<file path="config.mk">
export PLATFORM = sky130hd
export DESIGN_NAME = fxp_mul_seq
export DESIGN_NICKNAME = d
export VERILOG_FILES = /design/src/rtl/fxp_pkg.sv /design/src/rtl/fxp_round_sat.sv /design/src/rtl/fxp_mul_seq.sv
export SDC_FILE = /design/constraint.sdc
export NUM_CORES = 1
export LEC_CHECK = 0
export ABC_CLOCK_PERIOD_IN_PS = 15400
export CAP_MARGIN = 20
export CORE_MARGIN = 1.5
export CORE_UTILIZATION = 46
export CTS_CLUSTER_SIZE = 14
export DETAILED_ROUTE_END_ITERATION = 10
export DONT_BUFFER_PORTS = 1
export PLACE_DENSITY_LB_ADDON = 0.12
export SLEW_MARGIN = 10
export SYNTH_ARGS = -nofsm -noshare
export SYNTH_HDL_FRONTEND = slang
export SYNTH_SLANG_ARGS = --single-unit
export TNS_END_PERCENT = 100
</file>
<file path="constraint.sdc">
create_clock -name clk -period 15.4 [get_ports clk]
set_input_delay 3.08 -clock clk [delete_from_list [all_inputs] [get_ports clk]]
set_output_delay 3.08 -clock clk [all_outputs]
set_load 0.02 [all_outputs]
</file>
<file path="src/rtl/fxp_pkg.sv">
// Shared fixed-point definitions for the Q8.8 datapath stages.
// Provides the word geometry, the signed word type, the saturation limits,
// the value 1.0 and the state encoding of the sequential multiplier.
package fxp_pkg;

  localparam int Q_TOTAL_BITS = 16;
  localparam int Q_FRAC_BITS  = 8;

  typedef logic signed [Q_TOTAL_BITS-1:0] q_t;

  localparam q_t Q_MAX = 16'h7FFF;  // +127.99609375
  localparam q_t Q_MIN = 16'h8000;  // -128.0
  localparam q_t Q_ONE = 16'h0100;  // +1.0

  typedef enum logic [1:0] {
    ST_IDLE = 2'd0,
    ST_BUSY = 2'd1,
    ST_DONE = 2'd2
  } state_t;

endpackage

</file>
<file path="src/rtl/fxp_round_sat.sv">
// Combinational rounding/saturation of an unsigned product magnitude back to
// a signed fixed-point word. Rounds to nearest with ties away from zero,
// saturates to the most positive / most negative word and flags it.
//   i_p    : unsigned magnitude, 2*TOTAL_BITS bits, 2*FRAC_BITS fractional bits
//   i_sign : 1 when the true result is negative
//   o_y    : signed result, TOTAL_BITS bits, FRAC_BITS fractional bits
//   o_ovf  : saturation was applied
module fxp_round_sat
  import fxp_pkg::*;
#(
  parameter int TOTAL_BITS = Q_TOTAL_BITS,
  parameter int FRAC_BITS  = Q_FRAC_BITS    // legal range 1..TOTAL_BITS-2
) (
  input  logic [2*TOTAL_BITS-1:0] i_p,
  input  logic                    i_sign,
  output logic [TOTAL_BITS-1:0]   o_y,
  output logic                    o_ovf
);

  // One spare bit so the rounding increment can never wrap.
  localparam int SW = 2*TOTAL_BITS + 1;
  localparam logic [SW-1:0] ONE     = {{(SW-1){1'b0}}, 1'b1};
  localparam logic [SW-1:0] HALF    = ONE << (FRAC_BITS-1);
  localparam logic [SW-1:0] NEG_LIM = ONE << (TOTAL_BITS-1);   // |most negative|
  localparam logic [SW-1:0] POS_LIM = NEG_LIM - ONE;           // most positive

  logic [SW-1:0]         w_sum;
  logic [SW-1:0]         w_r;
  logic [TOTAL_BITS-1:0] w_mag;

  // NOTE: every output of a combinational block gets a default at the top so
  // no path leaves it unassigned, which would otherwise infer a latch.
  always_comb begin
    w_sum = {1'b0, i_p} + HALF;
    w_r   = w_sum >> FRAC_BITS;
    w_mag = w_r[TOTAL_BITS-1:0];
    o_y   = w_mag;
    o_ovf = 1'b0;
    if (!i_sign) begin
      if (w_r > POS_LIM) begin
        o_y   = {1'b0, {(TOTAL_BITS-1){1'b1}}};
        o_ovf = 1'b1;
      end
    end else if (w_r > NEG_LIM) begin
      o_y   = {1'b1, {(TOTAL_BITS-1){1'b0}}};
      o_ovf = 1'b1;
    end else begin
      // A magnitude of exactly 2^(TOTAL_BITS-1) negates to the most negative
      // word; a magnitude of zero stays zero.
      o_y = {TOTAL_BITS{1'b0}} - w_mag;
    end
  end

endmodule

</file>
<file path="src/rtl/fxp_mul_seq.sv">
// Sequential radix-2 shift-add multiplier for signed fixed-point operands.
// Multiplies magnitudes over TOTAL_BITS cycles, then rounds and saturates
// the product. Feeds one operand of the downstream fixed-point adder.
//   clk, rst            : clock, synchronous active-high reset
//   in_valid/in_ready   : operand handshake (a, b sampled on accept)
//   a, b                : signed operands
//   out_valid/out_ready : result handshake
//   y, ovf              : rounded/saturated product and saturation flag
module fxp_mul_seq
  import fxp_pkg::*;
#(
  parameter int TOTAL_BITS = Q_TOTAL_BITS,
  parameter int FRAC_BITS  = Q_FRAC_BITS    // legal range 1..TOTAL_BITS-2
) (
  input  logic                  clk,
  input  logic                  rst,
  input  logic                  in_valid,
  output logic                  in_ready,
  input  logic [TOTAL_BITS-1:0] a,
  input  logic [TOTAL_BITS-1:0] b,
  output logic                  out_valid,
  input  logic                  out_ready,
  output logic [TOTAL_BITS-1:0] y,
  output logic                  ovf
);

  localparam int MSB   = TOTAL_BITS - 1;
  localparam int CNT_W = $clog2(TOTAL_BITS);
  localparam logic [CNT_W-1:0] CNT_LAST = CNT_W'(TOTAL_BITS - 1);

  state_t r_state;
  state_t w_state_next;

  logic [2*TOTAL_BITS-1:0] r_acc;
  logic [2*TOTAL_BITS-1:0] r_mcand;
  logic [TOTAL_BITS-1:0]   r_mplr;
  logic [CNT_W-1:0]        r_cnt;
  logic                    r_sign;
  logic [TOTAL_BITS-1:0]   r_y;
  logic                    r_ovf;

  logic [TOTAL_BITS-1:0]   w_a_mag;
  logic [TOTAL_BITS-1:0]   w_b_mag;
  logic [2*TOTAL_BITS-1:0] w_acc_next;
  logic                    w_last;
  logic [TOTAL_BITS-1:0]   w_y;
  logic                    w_ovf;

  // Magnitudes fit unsigned in TOTAL_BITS, including the most negative value.
  assign w_a_mag = a[MSB] ? ({TOTAL_BITS{1'b0}} - a) : a;
  assign w_b_mag = b[MSB] ? ({TOTAL_BITS{1'b0}} - b) : b;

  assign w_acc_next = r_acc + (r_mplr[0] ? r_mcand : {(2*TOTAL_BITS){1'b0}});
  assign w_last     = (r_state == ST_BUSY) && (r_cnt == CNT_LAST);

  // The final partial product is folded in combinationally so the result
  // registers on the same edge as the last iteration.
  fxp_round_sat #(
    .TOTAL_BITS(TOTAL_BITS),
    .FRAC_BITS (FRAC_BITS)
  ) u_round_sat (
    .i_p   (w_acc_next),
    .i_sign(r_sign),
    .o_y   (w_y),
    .o_ovf (w_ovf)
  );

  // NOTE: state is updated with non-blocking assignments so every register
  // samples pre-edge values; reset is synchronous and wins over handshakes.
  always_ff @(posedge clk) begin
    if (rst) r_state <= ST_IDLE;
    else     r_state <= w_state_next;
  end

  always_comb begin
    w_state_next = r_state;
    case (r_state)
      ST_IDLE: if (in_valid)  w_state_next = ST_BUSY;
      ST_BUSY: if (w_last)    w_state_next = ST_DONE;
      ST_DONE: if (out_ready) w_state_next = ST_IDLE;
      default:                w_state_next = ST_IDLE;
    endcase
  end

  always_comb begin
    in_ready  = (r_state == ST_IDLE);
    out_valid = (r_state == ST_DONE);
  end

  always_ff @(posedge clk) begin
    if (rst) begin
      r_acc   <= '0;
      r_mcand <= '0;
      r_mplr  <= '0;
      r_cnt   <= '0;
      r_sign  <= 1'b0;
      r_y     <= '0;
      r_ovf   <= 1'b0;
    end else begin
      case (r_state)
        ST_IDLE: begin
          if (in_valid) begin
            r_mcand <= {{TOTAL_BITS{1'b0}}, w_a_mag};
            r_mplr  <= w_b_mag;
            r_sign  <= a[MSB] ^ b[MSB];
            r_acc   <= '0;
            r_cnt   <= '0;
          end
        end
        ST_BUSY: begin
          r_acc   <= w_acc_next;
          r_mcand <= r_mcand << 1;
          r_mplr  <= r_mplr >> 1;
          r_cnt   <= r_cnt + CNT_W'(1);
          if (w_last) begin
            r_y   <= w_y;
            r_ovf <= w_ovf;
          end
        end
        default: ;  // DONE holds y/ovf until the handshake
      endcase
    end
  end

  assign y   = r_y;
  assign ovf = r_ovf;

endmodule

</file>
Word-level counts from Yosys, hierarchy flattened:

Index checks and enable logic that the tools add are counted.

* memories kept: 0
* ROM bits: 0
* output and inout port bits: 19
* bits of input ports: 36
* RAM bits: 0
* bits in latches: 0
* register bits after elaboration: 104
* logic and storage cells: 51

* shift-type cells: 0
* equality and inequality tests: 6
* divide/modulo/power cells: 0
* multipliers: 0
* add/subtract/negate cells: 6
* mux-type cells: 21
* bitwise gates (word level): 1
* order comparisons: 2
* reduce and logical (&&, ||, !) cells: 7

Operators with widths (number)
* 32-bit case mux with 2 select lines: 2
* 16-bit two-way mux: 6
* 32-bit two-way mux: 3
* 1-bit by 16-bit subtractor with 16-bit output, first input constant: 3
* 32-bit by 8-bit adder with 33-bit output, second input constant: 1
* 32-bit adder: 1
* 16-bit case mux with 2 select lines: 1
* 25-bit by 15-bit greater-than comparator with 1-bit output, second input constant: 1
* 25-bit by 16-bit greater-than comparator with 1-bit output, second input constant: 1
* 4-bit case mux with 2 select lines: 1
* 2-bit two-way mux: 3
* 2-bit case mux with 3 select lines: 1
* 2-bit AND reduction: 3
* 4-bit by 1-bit adder with 4-bit output, second input constant: 1
* 4-bit == test, second input constant: 1
* 4-bit two-way mux: 1
* 2-bit inequality test, second input constant: 2
* 1-bit two-way mux: 3
* 3-bit AND reduction: 1
* 2-bit by 1-bit == test with 1-bit output, second input constant: 1
* 2-bit == test, second input constant: 1
* 2-bit logical NOT: 1
* 2-bit by 1-bit inequality test with 1-bit output, second input constant: 1
* 2-bit nonzero test: 1
* other kinds (2): 2

Longest topological paths before layout:

Gate-level depths: netlist (run 1).

* depth in word-level cells: 6
* mapped depth: 25

Cells and area by module:

A second synthesis (run 1) with hierarchy kept.

* cell total of the unflattened synthesis: 1030
* area, all modules: 7975.1 µm²

By module, submodules not included
* fxp_mul_seq: cells each 821, area an instance 6497.5 µm², sequential area each 2082.0 µm², times used 1
* fxp_round_sat: cells each 209, area an instance 1477.7 µm², sequential area each 0.0 µm², times used 1

Least setup slack after synthesis (run 1):

No wires, ideal clock.

* path type: reg-to-reg
* start point: register r_mplr[0]
* end point: register r_y[3] (netlist: y[3])
* data arrival time: 4.980 ns
* setup slack: 10.329 ns
* stages on the path, launching flop included: 26
* clock period less this slack: 5.071 ns
* setup time: 0.091 ns
* cell sequence: dfxtp_1 -> clkbuf_1 -> and2_1 -> ha_1 -> inv_1 -> fa_1 -> nand2b_1 -> a21oi_4 -> or4_1 -> nand3_2 -> inv_2 -> ha_1 -> inv_1 -> a2111o_1 -> nor2b_1 -> clkbuf_1 -> xnor2_1 -> a41oi_1 -> or4_1 -> buf_2 -> nor3_4 -> a31oi_4 -> nor2_8 -> buf_6 -> nand2_1 -> a311oi_1

* longest elaborated chain between the ends: 6

RTL lines
* from (decl): RTL line fxp_mul_seq.sv:36 `logic [TOTAL_BITS-1:0] r_mplr;`
* from (signal assigned): RTL line fxp_mul_seq.sv:104 `r_mplr <= w_b_mag;`
* from (signal assigned): RTL line fxp_mul_seq.sv:113 `r_mplr <= r_mplr >> 1;`
* 32-bit two-way mux *: RTL line fxp_mul_seq.sv:53 `assign w_acc_next = r_acc + (r_mplr[0] ? r_mcand : {(2*TOTAL_BITS){1'b0}});`
* 32-bit adder *: RTL line fxp_mul_seq.sv:53
* 32-bit by 8-bit adder with 33-bit output *: RTL line fxp_round_sat.sv:34 `w_sum = {1'b0, i_p} + HALF;`
* 25-bit by 15-bit greater-than comparator with 1-bit output, or another cell as far along: RTL line fxp_round_sat.sv:40 `if (w_r > POS_LIM) begin`
* 16-bit two-way mux, on equally long branches: RTL line fxp_round_sat.sv:40, fxp_round_sat.sv:44
* 16-bit two-way mux *: RTL line fxp_round_sat.sv:39 `if (!i_sign) begin`
* to (signal assigned): RTL line fxp_mul_seq.sv:116 `r_y <= w_y;`
* to (decl): RTL line fxp_mul_seq.sv:39 `logic [TOTAL_BITS-1:0] r_y;`

Every way passes the cells marked *; elsewhere a longest branch is shown, timed or not.
A chain may end at the register's enable or synchronous reset.

Worst setup path in the final report (run 1):

* start point: register r_mplr[0]
* end point: register r_y[14] (netlist: y[14])

The elaborated chain is that of the path after synthesis.

==> results of run 1 <==
==> metrics by stage <==
step                hold slack [ns]  area (µm²)  utilization, %  power [W]  setup slack, ns
finish                        0.455        8500            49.0   0.000598             9.25
floorplan                     0.441        8170               -   0.000343            10.33
CTS                           0.459        8480            48.9   0.000603             9.28
detailed placement            0.452        8160            47.0   0.000352             9.30
global route                  0.484        8500            49.0   0.000622             8.75
global placement              0.448        8160            47.0   0.000351             9.48
==> metal layers <==
metal / vias to the layer above / share of wire, % / global-route usage [%]
li1: 3788 / - / -
met1: 3604 / 49 / 33.9
met2: 175 / 45 / 37.6
met3: 30 / 4.1 / 3.99
met4: 0 / 1.9 / 7.15
met5: - / 0 / 0
==> critical path, cell delays in order, from the launching register on <==
cell and delay, ns:
dfxtp_1 0.90, and2_1 0.23, ha_1 0.20, inv_1 0.07, fa_1 0.37, nand2b_1 0.22
a21oi_4 0.23, or4_1 0.16, nand3_2 0.10, inv_2 0.10, ha_1 0.23, inv_1 0.09
a2111o_1 0.39, nor2b_1 0.54, xnor2_1 0.19, a41oi_1 0.17, or4_1 0.70, nor3_4 0.30
a31oi_4 0.16, nor2_8 0.30, nand4_1 0.13, a311oi_1 0.29
==> how the worst max path moves through the flow <==
stage / from / end / slack, ns
finish: r_mplr[0]$_SDFFE_PP0P_ / y[14]$_SDFFE_PP0P_ / 9.25
global route: r_mplr[0]$_SDFFE_PP0P_ / y[14]$_SDFFE_PP0P_ / 8.75
floorplan: r_mplr[0]$_SDFFE_PP0P_ / y[3]$_SDFFE_PP0P_ / 10.33
global placement: r_mplr[0]$_SDFFE_PP0P_ / y[14]$_SDFFE_PP0P_ / 9.48
detailed placement: r_mplr[0]$_SDFFE_PP0P_ / y[5]$_SDFFE_PP0P_ / 9.30
CTS: r_mplr[0]$_SDFFE_PP0P_ / y[14]$_SDFFE_PP0P_ / 9.28
==> kinds of logic after synthesis <==
kind of cell    Yosys count  share of synthesized area [%]
fa+ha+maj                38                           5.91
mux                       7                          0.873
xor+xnor                 70                           7.96
compound gates          306                           25.7
simple gates            458                           29.0
flops                   104                           25.5
buf+inv                  94                           5.04
==> report_power, final <==
part / switching, W / leakage (nW) / internal [W]
sequential: 0.00000727 / 0.843 / 0.000276
clock: 0.000122 / 0.152 / 0.000130
combinational: 0.0000387 / 1.97 / 0.0000243
==> placed cells by master, fill, tap and decap left out, types with 4 or more instances in the layout <==
| cell type | instances |
|---|---|
| ha_1 | 37 |
| a21o_1 | 5 |
| or2_2 | 5 |
| xor2_1 | 17 |
| buf_4 | 4 |
| a22oi_1 | 38 |
| nand4_1 | 22 |
| a311oi_1 | 7 |
| mux2i_1 | 6 |
| dfxtp_1 | 104 |
| a21oi_1 | 112 |
| and2_1 | 43 |
| o211ai_1 | 10 |
| or4_1 | 4 |
| nor2b_1 | 5 |
| a221oi_1 | 7 |
| nor2_1 | 97 |
| or3_1 | 9 |
| clkbuf_16 | 9 |
| nor4b_2 | 5 |
| a211oi_1 | 8 |
| nand2_1 | 127 |
| and4_1 | 8 |
| o21ai_0 | 44 |
| o31ai_1 | 6 |
| inv_1 | 17 |
| nand2b_1 | 14 |
| o21a_1 | 8 |
| nor4_1 | 6 |
| a211oi_2 | 5 |
| xnor2_1 | 48 |
| o21ai_1 | 6 |
| nor3_1 | 23 |
| a31oi_1 | 8 |
| nand3_1 | 53 |
| and3_1 | 10 |
==> flip-flops by register name (all words and copies together) (netlist names) <==
register and count:
ovf 1, r_acc 32, r_cnt 4, r_mcand 32, r_mplr 16, r_sign 1
r_state 2, y 16
==> layout make-up <==
| type | count | area share [%] |
|---|---|---|
| clock buffer | 9 | 2.65 |
| tap | 225 | 3.31 |
| clock inverter | 7 | 1.06 |
| inverter | 19 | 0.839 |
| sequential | 104 | 24.5 |
| timing repair buffer | 5 | 0.589 |
| multi-input combinational | 879 | 67.1 |
==> reports/metrics.yaml, run 1 <==
dp.cells: 1231
period_share_pct: 39.9
min_to: "r_mcand[20]$_SDFFE_PP0P_"
port_buffers: 0
r2r_cells: 21
grt_pass1_vias: 6954
diodes: 0
overflow: 0
antenna_found_initial: 0
final.fill_count: 1750
criticalPathCategory: "register to register"
place.detailed.hpwl_mm: 15.6
min-delay-start: "r_mcand[19]$_SDFFE_PP0P_"
core_um2: 17400
yosys.cell_count.top_type: "nand2_1"
powerDensity_nw_per_um2: 70.4
drc: 0
reg2reg_to: "y[14]$_SDFFE_PP0P_"
grtUsageTotal_pct: 24.1
period_needed_ns: 6.15
rsz0062_at_grt: "false"
gp_congestion: 0.914
routedWlPerCell_um: 17.5
synth_edf_count: 0
multiInputGateArea_um2: 5700
fmax_ghz: 0.163
start_util_pct: 47.1
ys_async_sr_fraction_pct: 0
row_count: 48
drive_gt1_share_pct: 7.23
synth_top_area_cell: "dfxtp_1"
irDropWorstVdd_uv: 49.1
vias: 7597
final_max_slew_viol_count: 0
nets: 1092
synth_common_cells: "nand2_1 (128), a21oi_1 (112), dfxtp_1 (104)"
synth_nets: 1151
yosys_warnings: 0
required_ns: 15.69
routed_wirelength_mm: 21.8
cts_buffers: 9
fp.dieH_um: 136
outcome: "completed"
syn2layout_area_growth_pct: 4.00
grt_max_degree: 106
tns_ns: 0
ant_nets: 0
postCtsSetupBuffers: 0
die-width_um: 136
fin_skew_ns: 0.0135
cts.sinks: 104
cap_violations: 0
syn_area_um2: 8170
cts_tree: "done"
yosys-top-cells-area: "dfxtp_1 (25%), a21oi_1 (6.9%), nand2_1 (5.9%)"
r2r_start: "r_mplr[0]$_SDFFE_PP0P_"
ys_types: 89
cts.hold.buffers_added: 0
synth_cells: 1077
synth-seq-area-share_pct: 25.5
synth_ff_type: "dfxtp_1"
io_pins: 55
p_leak_nw: 2.97
h-tree-depth: 3
clock_path_buffers: 2
cp-start-kind: "register"
hold_depth: 2
tightestPinTransition_ns: 0.992
hold_path_class: "register to register"
drt_iter0_drc: 527
cts_root_buf: "clkbuf_16"
synth_seq_cells: 104
crit_arrival_ns: 6.44
reg2reg_slack_ns: 9.25
synth_top_area_share_pct: 25.5
maxSlewHeadroom_pct: 33.8
postCtsResizedCells: 0
viasPerCell: 6.09
die_area_um2: 18600
finalHoldViolCount: 0
syn_avg_cell_area_um2: 7.59
clkTransAtPathRegs_ns: 0.08
regArea_um2: 2080
cp-end-kind: "register"
clk_latency_ns: 0.37
dr.pass1.iters: 6
finalNonFillerCells: 1248
grt_pass1_wl_mm: 35.6
cp_max_fo: 33
setup_viol: 0
Note: power is estimated with default switching activity, not from simulation.
==> run 2: changes to the inputs <==
- ABC_CLOCK_PERIOD_IN_PS: 15400 -> 6310
- clock period: 15.4 -> 6.31 ns (I/O delays scaled with it)
==> run 2 against run 1 <==
Net effect: register-to-register slack lost 8.7 ns; design area grew 0.72%; highest routed layer unchanged; clock power up 140%; final cell count is 0.64% higher; maximum frequency grew 7.2%; largest power group unchanged; sequential power increased by 140%; critical endpoint unchanged.
==> reports/metrics.yaml, run 2 (synthesis results as in run 1) <==
drive_gt1_share_pct: 7.95
postCtsSetupBuffers: 0
clock_path_buffers: 2
grt_max_degree: 106
grtUsageTotal_pct: 24.0
routed_wirelength_mm: 21.5
gp_congestion: 0.930
hold_path_class: "register to register"
grt_pass1_wl_mm: 36.0
required_ns: 6.59
postCtsResizedCells: 0
crit_arrival_ns: 6.02
final_max_slew_viol_count: 0
ant_nets: 0
place.detailed.hpwl_mm: 15.6
period_needed_ns: 5.74
port_buffers: 0
syn2layout_area_growth_pct: 4.75
grt_pass1_vias: 7051
clk_latency_ns: 0.37
cts_root_buf: "clkbuf_16"
cp-end-kind: "register"
tns_ns: 0
reg2reg_to: "y[14]$_SDFFE_PP0P_"
diodes: 0
fp.dieH_um: 136
criticalPathCategory: "register to register"
viasPerCell: 6.02
row_count: 48
r2r_start: "r_mplr[0]$_SDFFE_PP0P_"
setup_viol: 0
antenna_found_initial: 0
cp-startpoint: "r_mplr[0]$_SDFFE_PP0P_"
cts.sinks: 104
maxSlewHeadroom_pct: 42.9
cts_tree: "done"
h-tree-depth: 3
tightestPinTransition_ns: 0.857
worst_hold_slack_ns: 0.464
die-width_um: 136
reg2reg_slack_ns: 0.57
cts_buffers: 9
min_to: "r_mcand[26]$_SDFFE_PP0P_"
nets: 1100
dp.cells: 1239
overflow: 0
io_pins: 55
final.fill_count: 1775
final_cell_mix: "nand2_1 (127), a21oi_1 (112), dfxtp_1 (104), nor2_1 (97), nand3_1 (53)"
finalNonFillerCells: 1256
fin_ws_ns: 0.574
drt_iter0_drc: 534
dr.pass1.iters: 5
vias: 7563
period_share_pct: 90.9
rsz0062_at_grt: "false"
finalHoldViolCount: 0
min-delay-start: "r_mcand[25]$_SDFFE_PP0P_"
cap_violations: 0
dp_slack_ns: 0.539
irDropWorstVdd_uv: 114
place_area_um2: 8220
routedWlPerCell_um: 17.2
p_leak_nw: 3.01
top_regs: "r_acc (32), r_mcand (32)"
cp-start-kind: "register"
cts.hold.buffers_added: 0
fmax_ghz: 0.174
core_um2: 17400
stdcell_area_um2: 8560
hold_depth: 2
layout_commonest_cell: "nand2_1"
cp_max_fo: 17
r2r_cells: 21
start_util_pct: 47.1
clkTransAtPathRegs_ns: 0.09
drc: 0
powerDensity_nw_per_um2: 168
fin_skew_ns: 0.0166
outcome: "completed"
die_area_um2: 18600
-- run 2: cell types whose count changed in the layout (fill, tap and decap cells not counted) --
| cell | change |
|---|---|
| buf_4 | +8 |
| bufinv_16 | -1 |
| clkinv_2 | -1 |
| clkinv_4 | -1 |
| clkinv_8 | +2 |
| clkinvlp_4 | -1 |
| inv_6 | +1 |
| inv_8 | +1 |
-- run 2: worst max-delay path by stage --
| stage | endpoint | slack [ns] | cells after the start |
|---|---|---|---|
| after floorplan | y[3]$_SDFFE_PP0P_ | 1.24 | 25 |
| after detailed placement | y[14]$_SDFFE_PP0P_ | 0.54 | 21 |
| after global routing | y[14]$_SDFFE_PP0P_ | 0.12 | 21 |
| after CTS | y[5]$_SDFFE_PP0P_ | 0.53 | 21 |
| final | y[14]$_SDFFE_PP0P_ | 0.57 | 21 |
| after global placement | y[14]$_SDFFE_PP0P_ | 0.75 | 21 |
-- run 2: critical path, cell delays in order, from the launching register on --
cell and delay, ns:
dfxtp_1 0.57, and2_1 0.19, ha_1 0.19, inv_1 0.07, fa_1 0.37, nand2b_1 0.23, a21oi_4 0.24, or4_1 0.16
nand3_2 0.09, inv_2 0.10, ha_1 0.22, inv_1 0.09, a2111o_1 0.39, nor2b_1 0.53, xnor2_1 0.19, a41oi_1 0.17
or4_1 0.68, nor3_4 0.29, a31oi_4 0.17, nor2_8 0.29, nand4_1 0.13, a311oi_1 0.30
-- run 2: layout make-up --
type                       count  area (µm²)  area share (%)
inverter                      19        71.3           0.833
clock inverter                 7        91.3            1.07
multi-input combinational    879        5700            66.6
clock buffer                   9         225            2.63
sequential                   104        2080            24.3
tap                          225         282            3.29
timing repair buffer          13         110            1.29
-- run 2: metal layers --
layer	wire (µm)	GRT usage [%]	vias to the layer above
li1	-	-	3805
met1	10500	33.1	3605
met2	10000	39.1	134
met3	726	3.54	19
met4	263	5.97	0
met5	0	0	-
-- run 2: report_power, final --
group | switching [W] | total [W] | internal [W]
combinational | 0.0000960 | 0.000156 | 0.0000603
sequential | 0.0000157 | 0.000689 | 0.000674
clock | 0.000307 | 0.000595 | 0.000288
-- run 2: through the flow --
step                total power [W]  util [%]
floorplan                  0.000838         -
global placement           0.000859      47.4
detailed placement         0.000860      47.4
CTS                         0.00146      49.2
global route                0.00151      49.3
finish                      0.00144      49.3
